`src/rtl/cdc_gray_rd_port.sv`:
```
// Read half of a Gray-pointer asynchronous FIFO, running entirely on dst_clk_i.
// Optional macro CDC_GRAY_RD_SPILL_EN inserts a one-entry output register after the FIFO head.
module cdc_gray_rd_port #(
  parameter type T           = logic,
  parameter int  LOG_DEPTH   = 1,
  parameter int  SYNC_STAGES = 2
) (
  input  logic               dst_clk_i,
  input  logic               dst_rst_ni,
  input  T                   async_data_i [2**LOG_DEPTH],
  input  logic [LOG_DEPTH:0] async_wptr_i,
  output logic [LOG_DEPTH:0] async_rptr_o,
  output T                   dst_data_o,
  output logic               dst_valid_o,
  input  logic               dst_ready_i,
  output logic [LOG_DEPTH:0] dst_fill_o
);

  typedef logic [LOG_DEPTH:0] ptr_t;

  if (LOG_DEPTH < 1) begin : g_bad_depth
    $error("cdc_gray_rd_port: LOG_DEPTH must be >= 1");
  end
  if (SYNC_STAGES < 2) begin : g_bad_sync
    $error("cdc_gray_rd_port: SYNC_STAGES must be >= 2");
  end

  function automatic ptr_t bin2gray(input ptr_t b);
    return b ^ (b >> 1);
  endfunction

  function automatic ptr_t gray2bin(input ptr_t g);
    ptr_t b;
    b[LOG_DEPTH] = g[LOG_DEPTH];
    for (int i = LOG_DEPTH - 1; i >= 0; i--) begin
      b[i] = b[i+1] ^ g[i];
    end
    return b;
  endfunction

  ptr_t wptr_sync_q [SYNC_STAGES];
  ptr_t wptr_sync;
  ptr_t rptr_bin_q, rptr_bin_d;
  ptr_t rptr_gray_q;
  ptr_t fifo_fill;
  logic fifo_valid;
  logic fifo_pop;

  // Write-pointer synchronizer; only the last stage is ever consumed.
  always_ff @(posedge dst_clk_i) begin
    if (!dst_rst_ni) begin
      for (int i = 0; i < SYNC_STAGES; i++) begin
        wptr_sync_q[i] <= '0;
      end
    end else begin
      wptr_sync_q[0] <= async_wptr_i;
      for (int i = 1; i < SYNC_STAGES; i++) begin
        wptr_sync_q[i] <= wptr_sync_q[i-1];
      end
    end
  end

  assign wptr_sync = wptr_sync_q[SYNC_STAGES-1];

  // rptr_gray_q always mirrors bin2gray(rptr_bin_q), so it doubles as the empty comparand.
  assign fifo_valid = (wptr_sync != rptr_gray_q);
  assign fifo_fill  = gray2bin(wptr_sync) - rptr_bin_q;
  assign rptr_bin_d = rptr_bin_q + {{LOG_DEPTH{1'b0}}, fifo_pop};

  // Read pointer, binary for addressing and Gray for the write domain.
  always_ff @(posedge dst_clk_i) begin
    if (!dst_rst_ni) begin
      rptr_bin_q  <= '0;
      rptr_gray_q <= '0;
    end else begin
      rptr_bin_q  <= rptr_bin_d;
      rptr_gray_q <= bin2gray(rptr_bin_d);
    end
  end

  assign async_rptr_o = rptr_gray_q;

`ifdef CDC_GRAY_RD_SPILL_EN
  T     spill_data_q, spill_data_d;
  logic spill_valid_q, spill_valid_d;
  logic spill_load;

  // The register refills from the FIFO whenever it is empty or being drained.
  always_comb begin
    spill_load    = ~spill_valid_q | dst_ready_i;
    fifo_pop      = fifo_valid & spill_load;
    spill_valid_d = spill_valid_q;
    spill_data_d  = spill_data_q;
    if (spill_load) begin
      spill_valid_d = fifo_valid;
      spill_data_d  = async_data_i[rptr_bin_q[LOG_DEPTH-1:0]];
    end else begin
      spill_valid_d = spill_valid_q;
      spill_data_d  = spill_data_q;
    end
  end

  // Output register state.
  always_ff @(posedge dst_clk_i) begin
    if (!dst_rst_ni) begin
      spill_valid_q <= 1'b0;
      spill_data_q  <= '0;
    end else begin
      spill_valid_q <= spill_valid_d;
      spill_data_q  <= spill_data_d;
    end
  end

  assign dst_valid_o = spill_valid_q;
  assign dst_data_o  = spill_data_q;
  assign dst_fill_o  = fifo_fill + {{LOG_DEPTH{1'b0}}, spill_valid_q};
`else
  assign fifo_pop    = fifo_valid & dst_ready_i;
  assign dst_valid_o = fifo_valid;
  assign dst_data_o  = async_data_i[rptr_bin_q[LOG_DEPTH-1:0]];
  assign dst_fill_o  = fifo_fill;
`endif

endmodule
```
`config.mk`:
```
export PLATFORM = sky130hd
export DESIGN_NAME = cdc_gray_rd_port
export DESIGN_NICKNAME = d
export VERILOG_FILES = /design/src/rtl/cdc_gray_rd_port.sv
export SDC_FILE = /design/constraint.sdc
export NUM_CORES = 1
export LEC_CHECK = 0
export BUFFER_PORTS_ARGS = -buffer_cell sky130_fd_sc_hd__buf_2
export CORE_AREA = 2 2 39 41
export DETAILED_ROUTE_END_ITERATION = 16
export DIE_AREA = 0 0 41 43
export PLACE_DENSITY_LB_ADDON = 0.05
export SETUP_SLACK_MARGIN = 0.15
export SLEW_MARGIN = 20
export SYNTH_ARGS = -nofsm -noshare
export SYNTH_HDL_FRONTEND = slang
export SYNTH_SLANG_ARGS = --single-unit
```
`constraint.sdc`:
```
create_clock -name dst_clk_i -period 1.35 [get_ports dst_clk_i]
set_input_delay 0.27 -clock dst_clk_i [delete_from_list [all_inputs] [get_ports dst_clk_i]]
set_output_delay 0.27 -clock dst_clk_i [all_outputs]
set_load 0.02 [all_outputs]
```
==> Yosys cells after proc, flatten, opt, wreduce, memory -nomap -nowiden <==
Memory sizes are Yosys's and may differ from the RTL's.
Cells that the tools add are included.
{ "totals": {"regBits": 4, "latch_bits": 0, "ram_bits": 4, "rom_bits": 0, "inputBits": 7, "output_inout_bits": 6, "word_cells": 20, "n_memories": 1} }
{ "classes": {"n_addsub": 2, "n_mul": 0, "div": 0, "n_lt_le_gt_ge": 1, "n_eq_ne": 1, "shifts": 0, "muxes": 7, "bitwise_logic": 6, "reduce_logical": 0} }
{ "memory_table": {"columns": ["memory", "words", "word_bits", "read_ports", "rd_ports_with_merged_regs", "wr", "line", "rtl"], "rows": [
  ["wptr_sync_q", 2, 2, 2, 0, 2, "41", "ptr_t wptr_sync_q [SYNC_STAGES];"]
]} }
{ "ops": {"columns": ["operator", "count"], "rows": [
  ["$mux 1", 5],
  ["$mux 2", 2],
  ["$add 2x1->2", 1],
  ["$ge 2x2->1 const B", 1],
  ["$ne 2x2->1", 1],
  ["$not 1->2", 1],
  ["$or 1x1->1", 2],
  ["$sub 2x2->2", 1],
  ["$xor 2x1->2", 1],
  ["$and 1x1->1", 1],
  ["$xor 1x1->1", 1]
]} }

==> Logic depth before layout (Yosys ltp) <==
{ "logic_depth": {"depth_word": 4, "ltp_mapped": 5, "ltp_nobuf": 5} }

==> Worst setup path before layout <==
No wires, ideal clock.
{ "synth_timing": {"path_type": "reg-to-reg", "from": "reg rptr_gray_q[0] (netlist: async_rptr_o[0])", "to": "reg rptr_gray_q[0] (netlist: async_rptr_o[0])", "setup_time_ns": 0.123, "arrival_ns": 1.362, "path_slack_ns": -0.136, "path_stages_with_launch": 6, "path_buffers": 0, "path_cell_list": "dfxtp_1 > xnor2_1 > a21boi_1 > ha_1 > and2_1 > mux2_1"} }
{ "synth_via": {"elab_chain_cells": 4} }
{ "synth_lines": {"columns": ["item", "line", "rtl"], "rows": [
  ["start, declared", "44", "ptr_t rptr_gray_q;"],
  ["start signal, assigned", "77", "rptr_gray_q <= bin2gray(rptr_bin_d);"],
  ["$ne 2x2->1", "66", "assign fifo_valid = (wptr_sync != rptr_gray_q);"],
  ["$and 1x1->1", "118", "assign fifo_pop = fifo_valid & dst_ready_i;"],
  ["$add 2x1->2", "68", "assign rptr_bin_d = rptr_bin_q + {{LOG_DEPTH{1'b0}}, fifo_pop};"],
  ["named net rptr_bin_d[0]", "43", "ptr_t rptr_bin_q, rptr_bin_d;"],
  ["$xor 2x1->2", "29", "return b ^ (b >> 1);"]
]} }
The timed path passes the listed nets, and every way through them passes these cells.
A chain may end at the register's enable or synchronous reset.

==> out/qor.csv <==
stage;metric;value;unit
run_status;outcome;complete, but fails checks;
run_status;failing checks;setup timing;
sta;Fin. Hold Viols;0;
floorplan;Core Area;0.00138;mm²
yosys;register bit total from synthesis;7;
sta;PnR worst setup slack;-0.228;ns
layout;Antenna Cells;0;
power_and_ir_drop;static leakage;0.257;nW
grt;initial antenna violation count;0;
power_and_ir_drop;VDD IR max;523;µV
grt;total gr overflow;0;
detailed_routing;DR pass1 iterations;2;
yosys;Syn Area/Cell;11.0;µm²
sta;Final Skew;0.00171;ns
sta;final setup vio count;4;
sta;fmax;0.634;GHz
detailed_routing;initial drt markers;1;
yosys;Syn Nets;36;
placement;gpl congestion;0.611;
floorplan;Ports;13;
worst_hold_path;Min-Delay Path Class;in -> reg;
detailed_routing;Via density;3.81;
placement;Post-Place Worst Slack;-0.116;ns
layout;post-route cell area;573;µm²
setup_path;critical path endpoint category;output port;
sta;Least-Margin Pin Slew;0.207;ns
clock_network;Post-CTS Hold Fix Bufs;0;
worst_hold_path;Hold EP;wptr_sync_q[0][1];
placement;port buffer count;12;
power_and_ir_drop;cell area power density;1300;mW/mm²
floorplan;Starting Density;21.5;%
placement;Placed Cells;58;
yosys;Yosys Warn Count;0;
setup_path;cells on worst reg2reg path;6;
sta;Final Max Slew Viols;0;
flow_run;Maximum Capacitance Violations;0;
worst_hold_path;worst hold path depth;2;
floorplan;die height;43;µm
detailed_routing;drt drc;0;
setup_path;crit start category;flop;
placement;placed cell area;417;µm²
clock_network;clk buf depth;2;
yosys;Seq/Total Area, Yosys;47.1;%
setup_path;CP required;1.08;ns
clock_network;latest clock arrival within the worst-skew pair;0.24;ns
setup_path;R2R setup slack;-0.15;ns
setup_path;crit path DAT;1.31;ns
clock_network;CTS sink count;7;
clock_network;Reg clk slew, reported paths;0.05;ns
layout;# nets final;57;
setup_path;R2R Path End;async_rptr_o[0];
clock_network;TritonCTS clock tree;built;
layout;Non-Filler Instances;63;
floorplan;die area;0.00176;mm²
yosys;Mapped Cells;27;
floorplan;row cnt;14;
detailed_routing;antenna-violating nets left;0;
placement;DPL Wire Length;428;µm
layout;layout cell share with drive strength beyond 1;80.9;%
layout;layout filler cell count;148;
floorplan;Die X;41;µm
detailed_routing;via count;240;
layout;Core Util, Final;41.4;%
sta;Slew headroom;86.1;%
grt;first-pass GRT wire length;834;µm
clock_network;clock root cell;clkbuf_4;
grt;largest net degree at the start of global routing;8;
yosys;Mapped Area;298;µm²
clock_network;H-tree levels;1;
power_and_ir_drop;final total power;0.743;mW
detailed_routing;drt total wl;588;µm
yosys;Yosys cell types;11;
grt;gr usage total;7.55;%
setup_path;crit path kind;reg -> out;
sta;setup total negative slack;-0.646;ns
clock_network;Num CTS Buffers;3;
sta;WHS;0.221;ns
detailed_routing;per-cell routed wire length;9.33;µm
layout;Area growth syn-to-layout;92.4;%
sta;post-route minimum period;1.58;ns
setup_path;largest fanout on the critical path;2;
sta;RSZ-0062 raised after global routing;yes;
worst_hold_path;Hold Crit Start;async_wptr_i[1];
sta;crit share post-route;117;%
setup_path;worst r2r src;wptr_sync_q[0][3];
grt;vias in the first global route;204;
## cells in the mapped netlist
library cell  count  area share, %
ha_1              2            8.4
dfxtp_1           7             47
buf_4             1            2.5
inv_1             1            1.3
xor2_1            1            2.9
nor2b_1           1            2.1
mux2_1            2            7.6
xnor2_1           4             12
nand2_1           1            1.3
and2_1            6             13
a21boi_1          1            2.5
## layout by cell type, fill, tap and decap left out
cell      synthesis  final
buf_6             0      7
clkbuf_4          0      3
mux2_4            0      2
clkbuf_1          0      1
dfxtp_4           0      2
buf_4             1      2
buf_2             0      8
and2_4            0      1
nand2_2           0      1
ha_4              0      1
a21boi_2          0      1
nor2b_1           1      1
and2_1            6      5
inv_2             0      1
dfxtp_2           0      3
ha_2              0      1
xnor2_4           0      1
xor2_4            0      1
dfxtp_1           7      2
xnor2_2           0      3
## cell type report
type                            count  area [µm²]  share of cell area, %
Inverter                            1        3.75                  0.655
Clock buffer                        4        26.3                   4.59
Multi-Input combinational cell     18         238                   41.5
Timing Repair Buffer               17         134                   23.4
Tap cell                           16        20.0                   3.49
Sequential cell                     7         151                   26.4
## cell families after synthesis
family                     after synthesis  synth area share [%]
and+or+nand+nor                          8                  16.0
buffers and inverters                    2                  3.78
adders and majority gates                2                  8.40
AOI/OAI and AO/OA                        1                  2.52
xor gates and xnor gates                 5                  14.7
muxes                                    2                  7.56
DFF                                      7                  47.1
## metal layers
| metal | global-route usage, % | vias up | routed length (µm) |
|---|---|---|---|
| met1 | 8.12 | 111 | 232 |
| met3 | 1.57 | 0 | 29 |
| li1 | - | 122 | - |
| met4 | 8.00 | 0 | 0 |
| met2 | 10.9 | 7 | 326 |
| met5 | 0 | - | 0 |
## state kept, by name, indices dropped and copies added (netlist names)
signal / cells
wptr_sync_q: 4
rptr_bin_q: 2
async_rptr_o: 1
## power by group
group | internal [mW] | switching (mW) | leakage (nW)
registers | 0.233 | 0.0220 | 0.0603
clock network | 0.112 | 0.0715 | 0.0150
logic | 0.172 | 0.133 | 0.181
total | 0.517 | 0.227 | 0.257
## worst max-delay path, stage by stage (launching register included)
cell and delay, ns:
dfxtp_2 0.33, buf_6 0.11, xnor2_2 0.14, ha_2 0.21, xnor2_2 0.11, buf_4 0.15
## worst max path at each step
stage                                 start              end  slack (ns)  cells past startpoint
after detailed placement  wptr_sync_q[0][2]  async_rptr_o[0]       -0.12                      5
after global routing      wptr_sync_q[0][2]    dst_fill_o[1]       -0.29                      5
final                     wptr_sync_q[0][2]    dst_fill_o[1]       -0.23                      5
after global placement    wptr_sync_q[0][2]  async_rptr_o[0]       -0.13                      5
after floorplan             async_rptr_o[0]  async_rptr_o[0]       -0.06                      5
after CTS                 wptr_sync_q[0][2]    dst_fill_o[1]       -0.22                      5
## timing repair
action                                  CTS  global route
pin swaps                                 3             3
resized for setup                        16            15
endpoints found under the setup margin    6             8
cloned                                    0             0
setup buffers                             1             0
(Power assumes the default switching activity.)
